File: src/rtl/tl_countdown_display.sv
// tl_countdown_display
// Drives a 4-digit multiplexed common-anode 7-segment display from the
// traffic-light controller's two countdowns and six lamp drives.
// Frame order: T1 tens, T1 ones, T2 tens, T2 ones. The countdown values are
// snapshotted once per frame, so a frame never mixes old and new values.
// Leading tens zeros are blanked. The digits of a road in its yellow phase
// blink. A sticky fault flag is raised when the lamp combination is illegal.
// While the fault flag is set, every digit shows a dash.
// Handshake: there is none. Inputs are sampled on every rising CLK edge, and
// AN/SEG/ERR are registered outputs that are valid on every cycle.
module tl_countdown_display #(
    parameter int SCAN_DIV  = 50000,
    parameter int BLINK_DIV = 25000000
) (
    input  logic       CLK,
    input  logic       RET,
    input  logic [4:0] T1,
    input  logic [4:0] T2,
    input  logic       MG,
    input  logic       MY,
    input  logic       MR,
    input  logic       CG,
    input  logic       CY,
    input  logic       CR,
    output logic [3:0] AN,
    output logic [6:0] SEG,
    output logic       ERR
);

    localparam int SW = $clog2(SCAN_DIV);
    localparam int BW = $clog2(BLINK_DIV);
    localparam logic [SW-1:0] SCAN_LAST  = SW'(SCAN_DIV - 1);
    localparam logic [BW-1:0] BLINK_LAST = BW'(BLINK_DIV - 1);

    localparam logic [6:0] SEG_BLANK = 7'h7F;
    localparam logic [6:0] SEG_DASH  = 7'b0111111;

    // Registered inputs
    logic [4:0] in_t1, in_t2;
    logic       in_mg, in_my, in_mr, in_cg, in_cy, in_cr;
    logic       check_en;

    // Scan state
    logic [SW-1:0] scan_cnt;
    logic [1:0]    idx;

    // Per-frame snapshot
    logic [4:0] snap_t1, snap_t2;
    logic       snap_my, snap_cy;

    // Blink phase (1 = digits shown)
    logic [BW-1:0] blink_cnt;
    logic          blink_on;

    logic          err_q;
    logic          fault;

    logic [3:0] an_next;
    logic [6:0] seg_next;
    logic [4:0] cur_t;
    logic       cur_off;
    logic [1:0] cur_tens;
    logic [3:0] cur_ones;

    function automatic logic [1:0] tens_of(input logic [4:0] t);
        logic [1:0] r;
        if (t >= 5'd30)      r = 2'd3;
        else if (t >= 5'd20) r = 2'd2;
        else if (t >= 5'd10) r = 2'd1;
        else                 r = 2'd0;
        return r;
    endfunction

    function automatic logic [3:0] ones_of(input logic [4:0] t);
        logic [4:0] r;
        if (t >= 5'd30)      r = t - 5'd30;
        else if (t >= 5'd20) r = t - 5'd20;
        else if (t >= 5'd10) r = t - 5'd10;
        else                 r = t;
        return 4'(r);
    endfunction

    // Segment codes {g,f,e,d,c,b,a}, active-low
    function automatic logic [6:0] seg_code(input logic [3:0] d);
        logic [6:0] s;
        case (d)
            4'd0:    s = 7'b1000000;
            4'd1:    s = 7'b1111001;
            4'd2:    s = 7'b0100100;
            4'd3:    s = 7'b0110000;
            4'd4:    s = 7'b0011001;
            4'd5:    s = 7'b0010010;
            4'd6:    s = 7'b0000010;
            4'd7:    s = 7'b1111000;
            4'd8:    s = 7'b0000000;
            4'd9:    s = 7'b0010000;
            default: s = SEG_BLANK;
        endcase
        return s;
    endfunction

    // Input stage: register every input each cycle. Checking is enabled one
    // cycle after reset, so the all-zero reset lamps never count as a fault.
    always_ff @(posedge CLK or negedge RET) begin
        if (!RET) begin
            in_t1    <= '0;
            in_t2    <= '0;
            in_mg    <= 1'b0;
            in_my    <= 1'b0;
            in_mr    <= 1'b0;
            in_cg    <= 1'b0;
            in_cy    <= 1'b0;
            in_cr    <= 1'b0;
            check_en <= 1'b0;
        end else begin
            in_t1    <= T1;
            in_t2    <= T2;
            in_mg    <= MG;
            in_my    <= MY;
            in_mr    <= MR;
            in_cg    <= CG;
            in_cy    <= CY;
            in_cr    <= CR;
            check_en <= 1'b1;
        end
    end

    // Digit scan: the prescaler and the digit index. The snapshot is taken
    // as idx wraps 3->0, which is the start of a new frame.
    always_ff @(posedge CLK or negedge RET) begin
        if (!RET) begin
            scan_cnt <= '0;
            idx      <= 2'd0;
            snap_t1  <= '0;
            snap_t2  <= '0;
            snap_my  <= 1'b0;
            snap_cy  <= 1'b0;
        end else if (scan_cnt == SCAN_LAST) begin
            scan_cnt <= '0;
            idx      <= idx + 2'd1;
            if (idx == 2'd3) begin
                snap_t1 <= in_t1;
                snap_t2 <= in_t2;
                snap_my <= in_my;
                snap_cy <= in_cy;
            end
        end else begin
            scan_cnt <= scan_cnt + 1'b1;
        end
    end

    // Free-running blink phase. It toggles every BLINK_DIV cycles and
    // starts in the ON phase.
    always_ff @(posedge CLK or negedge RET) begin
        if (!RET) begin
            blink_cnt <= '0;
            blink_on  <= 1'b1;
        end else if (blink_cnt == BLINK_LAST) begin
            blink_cnt <= '0;
            blink_on  <= ~blink_on;
        end else begin
            blink_cnt <= blink_cnt + 1'b1;
        end
    end

    // Lamp-legality check on the registered lamps
    always_comb begin
        fault = 1'b0;
        if ((2'(in_mg) + 2'(in_my) + 2'(in_mr)) != 2'd1) fault = 1'b1;
        if ((2'(in_cg) + 2'(in_cy) + 2'(in_cr)) != 2'd1) fault = 1'b1;
        if (!in_mr && !in_cr)                            fault = 1'b1;
    end

    // Sticky fault flag. Only reset clears it.
    always_ff @(posedge CLK or negedge RET) begin
        if (!RET)                  err_q <= 1'b0;
        else if (check_en && fault) err_q <= 1'b1;
    end

    // Digit selection. Blanking and blinking are applied here, and the
    // fault dash takes priority over both.
    always_comb begin
        an_next  = 4'b1111;
        seg_next = SEG_BLANK;
        cur_t    = idx[1] ? snap_t2 : snap_t1;
        cur_off  = ~blink_on & (idx[1] ? snap_cy : snap_my);
        cur_tens = tens_of(cur_t);
        cur_ones = ones_of(cur_t);
        case (idx)
            2'd0:    an_next = 4'b0111;
            2'd1:    an_next = 4'b1011;
            2'd2:    an_next = 4'b1101;
            default: an_next = 4'b1110;
        endcase
        if (err_q) begin
            seg_next = SEG_DASH;
        end else if (cur_off) begin
            seg_next = SEG_BLANK;
        end else if (!idx[0]) begin
            seg_next = (cur_tens == 2'd0) ? SEG_BLANK : seg_code({2'b00, cur_tens});
        end else begin
            seg_next = seg_code(cur_ones);
        end
    end

    // Registered display outputs. Reset blanks them asynchronously.
    always_ff @(posedge CLK or negedge RET) begin
        if (!RET) begin
            AN  <= 4'b1111;
            SEG <= SEG_BLANK;
        end else begin
            AN  <= an_next;
            SEG <= seg_next;
        end
    end

    assign ERR = err_q;

endmodule
File: config.mk
export PLATFORM = sky130hd
export DESIGN_NAME = tl_countdown_display
export DESIGN_NICKNAME = d
export VERILOG_FILES = /design/src/rtl/tl_countdown_display.sv
export SDC_FILE = /design/constraint.sdc
export NUM_CORES = 1
export LEC_CHECK = 0
export BUFFER_PORTS_ARGS = -buffer_cell sky130_fd_sc_hd__buf_4
export CAP_MARGIN = 5
export CORE_ASPECT_RATIO = 0.9
export CORE_MARGIN = 5
export CORE_UTILIZATION = 64
export DETAILED_ROUTE_END_ITERATION = 16
export GPL_TIMING_DRIVEN = 0
export PLACE_DENSITY = 0.87
export SLEW_MARGIN = 20
export SYNTH_ARGS = -nofsm -noshare
export SYNTH_HDL_FRONTEND = slang
export SYNTH_SLANG_ARGS = --single-unit
File: constraint.sdc
create_clock -name CLK -period 5 [get_ports CLK]
set_input_delay 1 -clock CLK [delete_from_list [all_inputs] [get_ports CLK]]
set_output_delay 1 -clock CLK [all_outputs]
set_load 0.05 [all_outputs]
# After elaboration in Yosys (flattened, before gate mapping)
# Memories as Yosys holds them, arrays and structs flattened.
# Cells that the tools add are included.
dict set report word_totals {
  ff_bits 85
  rom_bits 112
  wordCells 72
  mem_count 1
}
dict set report op_classes {
  n_addsub 10
  order_cmp 3
  eq_ne 10
  mux 19
  n_bitwise 2
  n_reduce_logical 7
}
# name depth word_bits read_ports rd_clocked_by_memory_dff wr line
set mem_list {}
lappend mem_list {{(name not given)} 16 7 1 0 0 86} ;# case (d)
# op n
set op_table {}
lappend op_table {{7-bit two-way mux} 4}
lappend op_table {{25-bit by 1-bit adder with 25-bit output, second input constant} 1}
lappend op_table {{25-bit == test, second input constant} 1}
lappend op_table {{25-bit two-way mux} 1}
lappend op_table {{7-bit one-hot mux with 3 select lines} 1}
lappend op_table {{16-bit by 1-bit adder with 16-bit output, second input constant} 1}
lappend op_table {{16-bit == test, second input constant} 1}
lappend op_table {{16-bit two-way mux} 1}
lappend op_table {{4-bit two-way mux} 3}
lappend op_table {{4-bit one-hot mux with 3 select lines} 1}
lappend op_table {{5-bit greater-or-equal comparator, second input constant} 2}
lappend op_table {{2-bit == test, second input constant} 4}
lappend op_table {{4-bit subtractor, second input constant} 2}
lappend op_table {{5-bit by 4-bit greater-or-equal comparator with 1-bit output, second input constant} 1}
lappend op_table {{1-bit two-way mux} 5}
lappend op_table {{5-bit two-way mux} 1}
lappend op_table {{1-bit by 1-bit adder with 2-bit output} 2}
lappend op_table {{2-bit by 1-bit adder with 2-bit output} 2}
lappend op_table {{2-bit by 1-bit == test with 1-bit output, second input constant} 2}
lappend op_table {{2-bit zero test} 2}
lappend op_table {{2-bit two-way mux} 2}
lappend op_table {{2-bit by 1-bit != test with 1-bit output, second input constant} 2}
lappend op_table {{4-bit by 3-bit subtractor with 4-bit output, second input constant} 1}
lappend op_table {{2-bit by 1-bit adder with 2-bit output, second input constant} 1}
lappend op_table {{5 further kinds} 7}

# Logic depth before layout (Yosys ltp)
# Gate-level depths: netlist of the first run.
dict set report depth {
  ltp_word 11
  ltp_mapped 15
  depth_no_buf 14
}

# Worst setup path after synthesis of the first run
# Ideal clock, no wire load.
dict set report synth_timing {
  path_type {register to register}
  startpoint {reg idx[1]}
  endpoint {reg SEG[6]}
  setup_time_ns 0.116
  arrival_time_ns 3.178
  required_ns 4.884
  setup_slack_ns 1.705
  path_stages_with_launch 15
  period_less_slack_ns 3.295
  path_cell_list {dfrtp_1 -> buf_6 -> mux2i_4 -> inv_2 -> ha_1 -> and4b_1 -> a211o_1 -> and2_2 -> or3_1 -> and2_1 -> inv_1 -> ha_1 -> inv_1 -> o2111a_1 -> a2111oi_1}
}
dict set report synth_between {
  elab_chain_len 11
  elab_cells_between_ends 25
}
# item line
set synth_rtl {}
lappend synth_rtl {{from (decl)} 45} ;# logic [1:0] idx;
lappend synth_rtl {{from (signal assigned)} 140} ;# idx <= idx + 2'd1;
lappend synth_rtl {{parallel branches: the longest is 9 deep, another holds memory read 16 x 7 bit} -}
lappend synth_rtl {{7-bit two-way mux *} 197} ;# end else if (cur_off) begin
lappend synth_rtl {{7-bit two-way mux *} 195} ;# if (err_q) begin
lappend synth_rtl {{via seg_next[6]} 59} ;# logic [6:0] seg_next;
lappend synth_rtl {{to (signal assigned)} 213} ;# SEG <= seg_next;
lappend synth_rtl {{to (decl)} 26} ;# output logic [6:0] SEG,
# Mark *: on every way through the listed nets, which the timed path passes. The select of a mux whose other input is x is not followed.
# A chain may end at the register's enable or synchronous reset.

# Final worst setup path of the first run
# Same ends and word-level chain as after synthesis.

==> results of run 1 <==
==> state kept, by name, indices dropped and copies added (netlist names) <==
register	count
AN	4
blink_on	1
snap_t2	5
in_cg	1
in_cy	1
check_en	1
in_mg	1
SEG	7
snap_my	1
snap_t1	5
snap_cy	1
scan_cnt	16
in_mr	1
in_cr	1
idx	2
in_my	1
in_t2	5
ERR	1
in_t1	5
blink_cnt	25
==> metrics by stage <==
step	util, %	area, um^2	setup slack, ps	cells
floorplan	-	3970	1710	345
global placement	70.3	4280	1360	446
detailed placement	70.4	4280	1320	446
CTS	73.5	4470	1250	462
global route	73.6	4480	1040	462
finish	73.6	4480	1270	462
==> path summary, 6_finish.rpt <==
kind	to	slack (ps)	depth (start not counted)
max	SEG[6]$_DFF_PN1_	1270	14
min	ERR$_DFFE_PN0P_	470	1
max reg2reg	SEG[6]$_DFF_PN1_	1270	14
min reg2reg	ERR$_DFFE_PN0P_	470	1
max in group asynchronous	blink_cnt[23]$_DFF_PN0_	3810	1
min in group asynchronous	scan_cnt[12]$_DFF_PN0_	670	1
==> layout make-up <==
cell class	instances	area (um^2)	share of cell area (%)
clock buffer	11	131	2.94
multi-input combinational	237	1720	38.4
sequential	85	2140	47.9
buffer	6	47.5	1.06
timing repair buffer	29	221	4.95
clock inverter	5	58.8	1.31
inverter	17	63.8	1.43
tap	72	90.1	2.01
==> where the power goes <==
part | internal, mW | switching, mW | total [mW]
Combinational | 0.0105 | 0.0165 | 0.0271
Clock | 0.232 | 0.235 | 0.467
Sequential | 0.694 | 0.00290 | 0.697
Total | 0.937 | 0.255 | 1.19
==> synth_stat cells (3+ instances only) <==
library cell   n
a21oi_1        5
and2_1         4
and3_1        11
dfrtp_1       73
dfstp_2       12
ha_1          14
inv_1         14
mux2_2        12
mux2i_1        3
nand2_1       22
nand3_1       21
nand4_1        4
nor2_1        35
nor3_1         5
nor3b_1        3
nor4_1         5
o21ai_0       11
or3_1          5
xnor2_1       15
xor2_1        20
==> cells by family after synthesis <==
logic type / count (synthesis)
adder cells (fa/ha/maj): 16
AO/OA/AOI/OAI: 35
buffers and inverters: 23
other: 1
AND/OR/NAND/NOR: 132
XOR/XNOR: 35
multiplexers: 18
flip-flops: 85
==> worst reg2reg max path, delay by kind of cell (launching register included) <==
family	cells	cell delay [ps]
AND/OR/NAND/NOR	4	1030
buffers and inverters	4	450
flip-flops	1	460
adder cells (fa/ha/maj)	2	400
multiplexers	1	300
AO/OA/AOI/OAI	3	980
==> per-layer routing <==
metal	vias to the layer above	share of wire [%]
li1	1277	-
met1	1313	43
met2	59	52
met3	8	3.8
met4	0	1.1
met5	-	0
==> summary.md, run 1 <==
| Metric | Value |
|---|---|
| Rel. slew slack | 47.1% |
| Yosys warnings | 0 |
| Final Setup Violations | 0 |
| Num CTS Buffers | 9 |
| Routed Antenna Nets | 0 |
| Nets | 419 |
| I/O pin count | 30 |
| Input/output buffers | 29 |
| Hold path start | check_en$_DFF_PN0_ |
| Crit path time final | 3730 ps |
| Synth Area in Adders | 5.42% |
| Hold WC Path Type | flop to flop |
| Root Driver | clkbuf_8 |
| Synthesized flop and latch total | 85 |
| Dominant combinational cell family by area after synthesis | simple AND/OR/NAND/NOR gates |
| Worst r2r src | idx[1]$_DFFE_PN0N_ |
| Power per cell area | 266 mW/mm^2 |
| Yosys top cell area share | 46.0% |
| Cell variety after synth | 60 |
| Fin crit share | 74.6% |
| Share of synthesized registers carrying an async set or reset | 100% |
| Total power | 1.19 mW |
| Core area | 0.00608 mm^2 |
| Slew Viols, Final | 0 |
| DRT Wirelength | 7160 um |
| Commonest non-fill, non-tap cell in the layout | dfrtp_1 |
| IR drop worst, VDD | 0.166 mV |
| CTS H-tree depth | 3 |
| Number of fill cells | 423 |
| Met1 Usage GRT | 24.6% |
| Max Freq | 268 MHz |
| Hold_buf cts | 0 |
| GRT Overall Usage | 20.6% |
| # DRC | 0 |
| Clk_lat worst skew | 350 ps |
| CTS tree | yes |
| Routability Congestion | 0.921 |
| CP delay by family, top | simple AND/OR/NAND/NOR gates |
| Pin count of the biggest net entering global routing | 86 |
| Max FO, Critical Path | 10 |
| CP required | 5230 ps |
| Most frequent cells in the layout | dfrtp_1, nor2_1, buf_4 |
| Syn_area_per_cell | 11.5 um^2 |
| Share of cells above drive strength 1 | 22.6% |
| Final-report hold violation count | 0 |
| First-pass GRT wire length | 12800 um |
| Most used DFF post-synth | dfrtp_1 |
| Clock tree buffer depth | 2 |
| Status | completed |
| WP data arrival | 3960 ps |
| Initial antenna violation count | 0 |
| Complex-gate fraction of the synthesized area | 6.87% |
| Pleak | 2.10 nW |
| Crit path from | idx[1]$_DFFE_PN0N_ |
| Delay of the slowest cell on the worst path | 460 ps |
| Drt pass-1 iters | 4 |
| Max-cap violation count | 0 |
| Crit Path Category | flop to flop |
| Post-synthesis sequential area ratio | 54.0% |
| Die ar. | 0.00788 mm^2 |
| Worst slew pin tran | 787 ps |
| Mux share of post-synthesis cell area | 5.49% |
| Detailed Place HPWL | 5180 um |
| Total grt overflow | 0 |
| Most Used Layer, Global Route | met2 |
| Clock slew at reported path FFs | 90 ps |
| Die height | 84.7 um |
| CP endpoint kind | flop |
| CP Cell Sequence | buf_6 -> mux2i_4 -> inv_2 -> ha_1 -> and4b_1 -> a211o_1 -> and2_2 -> or3_1 -> and2_1 -> inv_1 -> ha_1 -> inv_1 -> o2111a_1 -> a2111oi_1 |
| Synth Area in Simple Gates | 17.6% |
| Final hold slack | 470 ps |
| Area delta synth->final | 12.8% |
| Syn Inst Count | 345 |
| WL/cell | 15.5 um |
| EDFF count, synth | 0 |
| Synth area leaders | dfrtp_1, dfstp_2, ha_1 |
| Vias | 2657 |
| Die W | 93.0 um |
| # resized after CTS | 0 |
| Xor and xnor area share after synthesis | 7.73% |
| CP Launch Type | flop |
| Starting Density | 65.2% |
| Worst path bufs/invs | 4 |
| GRT met2 Usage | 35.8% |
| Post-Syn Area | 0.00397 mm^2 |
| Net Count, Synth | 379 |
| Buffer count from post-CTS setup fixing | 0 |
| Row count | 27 |
| RSZ-0062 raised after global routing | false |
| Clk_skew | 13.4 ps |
| Vias in the first global route | 2835 |
| Clock sinks | 85 |
| Yosys top cell by area | dfrtp_1 |
| CP max-delay cell | dfrtp_1 |
| Initial drt markers | 129 |
| Ant diodes | 0 |
| GR Layer Usage met3 | 5.47% |
| DR vias/cell | 5.75 |
| Setup TNS | 0 ps |
Note: power is estimated with default switching activity, not from simulation.
==> inputs of run 2 (changes only) <==
ABC_AREA = 1   (was unset)
CORE_UTILIZATION = 60   (was 64)
PLACE_DENSITY = 0.82   (was 0.87)
clock period = 3.81 ns   (was 5 ns; I/O delays follow)
==> summary.md, run 2 <==
| Metric | Value |
|---|---|
| Status | completed (unchanged) |
| Net Count, Synth | 506 (was 379) |
| P_sw | 0.362 mW (was 0.255 mW) |
| Total grt overflow | 0 (unchanged) |
| P_int | 1.17 mW (was 0.937 mW) |
| Area delta synth->final | 12.3% (was 12.8%) |
| Sequential power share | 59.8% (was 58.5%) |
| CP required | 4100 ps (was 5230 ps) |
| Max-cap violation count | 0 (unchanged) |
| # resized after CTS | 0 (unchanged) |
| Row count | 29 (was 27) |
| EDFF count, synth | 0 (unchanged) |
| Fin cells | 610 (was 462) |
| Die ar. | 0.00883 mm^2 (was 0.00788 mm^2) |
| Post-Syn Area | 0.00423 mm^2 (was 0.00397 mm^2) |
| Starting Density | 60.7% (was 65.2%) |
| Commonest non-fill, non-tap cell in the layout | nand2_1 (was dfrtp_1) |
| Yosys top cell by area | dfrtp_1 (unchanged) |
| Most used DFF post-synth | dfrtp_1 (unchanged) |
| Commonest cells post-synth | nand2_1, dfrtp_1, inv_1 (was dfrtp_1, nor2_1, nand2_1) |
| Count leader, synth | nand2_1 (was dfrtp_1) |
| First-pass GRT wire length | 14000 um (was 12800 um) |
| Clock tree buffer depth | 2 (unchanged) |
| DR vias/cell | 5.34 (was 5.75) |
| Pleak | 2.31 nW (was 2.10 nW) |
| Input/output buffers | 29 (unchanged) |
| Synth area leaders | dfrtp_1, nand2_1, dfstp_2 (was dfrtp_1, dfstp_2, ha_1) |
| WL/cell | 13.0 um (was 15.5 um) |
| CP Launch Type | flop (unchanged) |
| Nets | 546 (was 419) |
| Fin worst setup slack | 1130 ps (was 1270 ps) |
| Clk_skew | 7.16 ps (was 13.4 ps) |
| Max layer used | met4 (unchanged) |
| Max reg flops | 25 (unchanged) |
| # DRC | 0 (unchanged) |
| Buffer count from post-CTS setup fixing | 0 (unchanged) |
| Drt pass-1 iters | 4 (unchanged) |
| Clk pwr share | 37.9% (was 39.2%) |
| Yosys top cell area share | 43.2% (was 46.0%) |
| Synthesized flop and latch total | 85 (unchanged) |
| Hold_buf cts | 0 (unchanged) |
| WP data arrival | 2960 ps (was 3960 ps) |
| Crit path time final | 2680 ps (was 3730 ps) |
| Syn_area_per_cell | 8.97 um^2 (was 11.5 um^2) |
| DRT Wirelength | 7920 um (was 7160 um) |
| Die W | 98.5 um (was 93.0 um) |
| Fin crit share | 70.2% (was 74.6%) |
| Initial antenna violation count | 0 (unchanged) |
| Share of cells above drive strength 1 | 19.7% (was 22.6%) |
| Routed Antenna Nets | 0 (unchanged) |
| CP endpoint kind | flop (unchanged) |
| Max FO, Critical Path | 11 (was 10) |
| Clock slew at reported path FFs | 90 ps (about the same) |
| WL met2 | 4040 um (was 3720 um) |
| Switching share of total power | 23.6% (was 21.4%) |
| Final Setup Violations | 0 (unchanged) |
| Root Driver | clkbuf_8 (unchanged) |
| Cell variety after synth | 44 (was 60) |
| Setup TNS | 0 ps (unchanged) |
| Syn Inst Count | 472 (was 345) |
| Comb power frac | 2.3% (about the same) |
| Crit Path Category | flop to flop (unchanged) |
| Worst slew pin tran | 728 ps (was 787 ps) |
| Initial drt markers | 107 (was 129) |
| Hold WC Path Type | primary input to asynchronous set/reset pin (was flop to flop) |
| Finished Core Util | 68.2% (was 73.6%) |
| CTS tree | yes (unchanged) |
| Post-synthesis sequential area ratio | 50.6% (was 54.0%) |
| Placed Cells | 594 (was 446) |
| Max Freq | 374 MHz (was 268 MHz) |
| Share of synthesized registers carrying an async set or reset | 100% (unchanged) |
| Final-report hold violation count | 0 (unchanged) |
| Most frequent cells in the layout | nand2_1, dfrtp_1, inv_1 (was dfrtp_1, nor2_1, buf_4) |
| RSZ-0062 raised after global routing | false (unchanged) |
| I/O pin count | 30 (unchanged) |
| CTS H-tree depth | 3 (unchanged) |
| Vias in the first global route | 3362 (was 2835) |
| Yosys warnings | 0 (unchanged) |
| Power per cell area | 322 mW/mm^2 (was 266 mW/mm^2) |
| Die height | 89.7 um (was 84.7 um) |
| Met3 WL | 367 um (was 270 um) |
| Num CTS Buffers | 9 (unchanged) |
| IR drop worst, VDD | 0.201 mV (was 0.166 mV) |
| Largest Register | blink_cnt (unchanged) |
| Clock sinks | 85 (unchanged) |
| Slew Viols, Final | 0 (unchanged) |
| Routability Congestion | 0.917 (was 0.921) |
| Pre-CTS setup slack | 1150 ps (was 1320 ps) |
| Ant diodes | 0 (unchanged) |
| Largest regs | blink_cnt x25, scan_cnt x16, SEG x7 (unchanged) |
| Rel. slew slack | 51.5% (was 47.1%) |
| GRT Overall Usage | 19.7% (was 20.6%) |
| Core area | 0.00697 mm^2 (was 0.00608 mm^2) |
| Clk_lat worst skew | 350 ps (about the same) |
| Pin count of the biggest net entering global routing | 86 (unchanged) |
| Vias | 3256 (was 2657) |
| Detailed Place HPWL | 5760 um (was 5180 um) |
| Met1 WL | 3270 um (was 3090 um) |
==> run 2: critical path, stage by stage (launching register included) <==
cell	delay, ps
dfrtp_1	430
buf_6	160
inv_2	60
buf_6	150
nand2_1	80
nand2_2	120
inv_1	110
ha_1	230
nand2_1	90
nor2_2	60
nor2_8	180
nand2_1	90
nand2_1	70
nand2_2	110
ha_1	330
nand2_1	70
nand2_1	50
nand2_1	50
nand2_1	50
nand2_1	60
nand2_1	50
==> run 2: cells by family (layout without fill, tap and decap cells) <==
family / Yosys count / count (layout) / synth area share (%)
DFF: 85 / 85 / 50.6
xor gates and xnor gates: 10 / 10 / 2.07
buffers and inverters: 79 / 124 / 7.42
adders and majority gates: 16 / 16 / 5.09
and+or+nand+nor: 225 / 225 / 25.1
AOI/OAI and AO/OA: 45 / 45 / 6.65
muxes: 11 / 11 / 2.93
other: 1 / 1 / 0.0886
==> run 2: worst paths after layout <==
check | from | endpoint | slack (ps) | depth (start not counted)
max in group asynchronous | RET | ERR$_DFFE_PN0P_ | 2880 | 1
setup / recovery | idx[1]$_DFFE_PN0N_ | SEG[3]$_DFF_PN1_ | 1130 | 20
hold reg to reg | check_en$_DFF_PN0_ | ERR$_DFFE_PN0P_ | 460 | 1
min in group CLK | check_en$_DFF_PN0_ | ERR$_DFFE_PN0P_ | 460 | 1
hold / removal | RET | blink_cnt[5]$_DFF_PN0_ | 440 | 1
setup reg to reg | idx[1]$_DFFE_PN0N_ | SEG[3]$_DFF_PN1_ | 1130 | 20
==> run 2: per-layer routing <==
layer	global-route usage, %	vias up
met4	9.43	0
met2	36.7	74
met1	20.5	1560
met3	6.49	26
met5	0	-
li1	-	1596
==> run 2: final cells by class <==
type / count / area (um^2)
Inverter: 74 / 278
Clock buffer: 9 / 124
Fill cell: 561 / 2220
Sequential cell: 85 / 2140
Buffer: 5 / 36.3
Tap cell: 93 / 116
Timing Repair Buffer: 29 / 221
Clock inverter: 7 / 57.6
Multi-Input combinational cell: 308 / 1780
==> run 2: metrics by stage <==
step / hold WS (ps) / power, mW / area (um^2)
2_1_floorplan: 425 / 0.935 / 4230
3_3_place_gp: 434 / 0.968 / 4570
3_5_place_dp: 450 / 0.970 / 4570
4_1_cts: 468 / 1.55 / 4750
5_1_grt: 473 / 1.60 / 4750
6_report: 443 / 1.53 / 4750
==> run 2: power groups by stage <==
stage / clock network (mW) / logic [mW] / registers (mW)
after floorplan: 0 / 0.00426 / 0.931
after global placement: 0 / 0.0353 / 0.932
after detailed placement: 0 / 0.0373 / 0.933
after CTS: 0.600 / 0.0370 / 0.915
after global routing: 0.646 / 0.0412 / 0.916
final: 0.581 / 0.0355 / 0.915
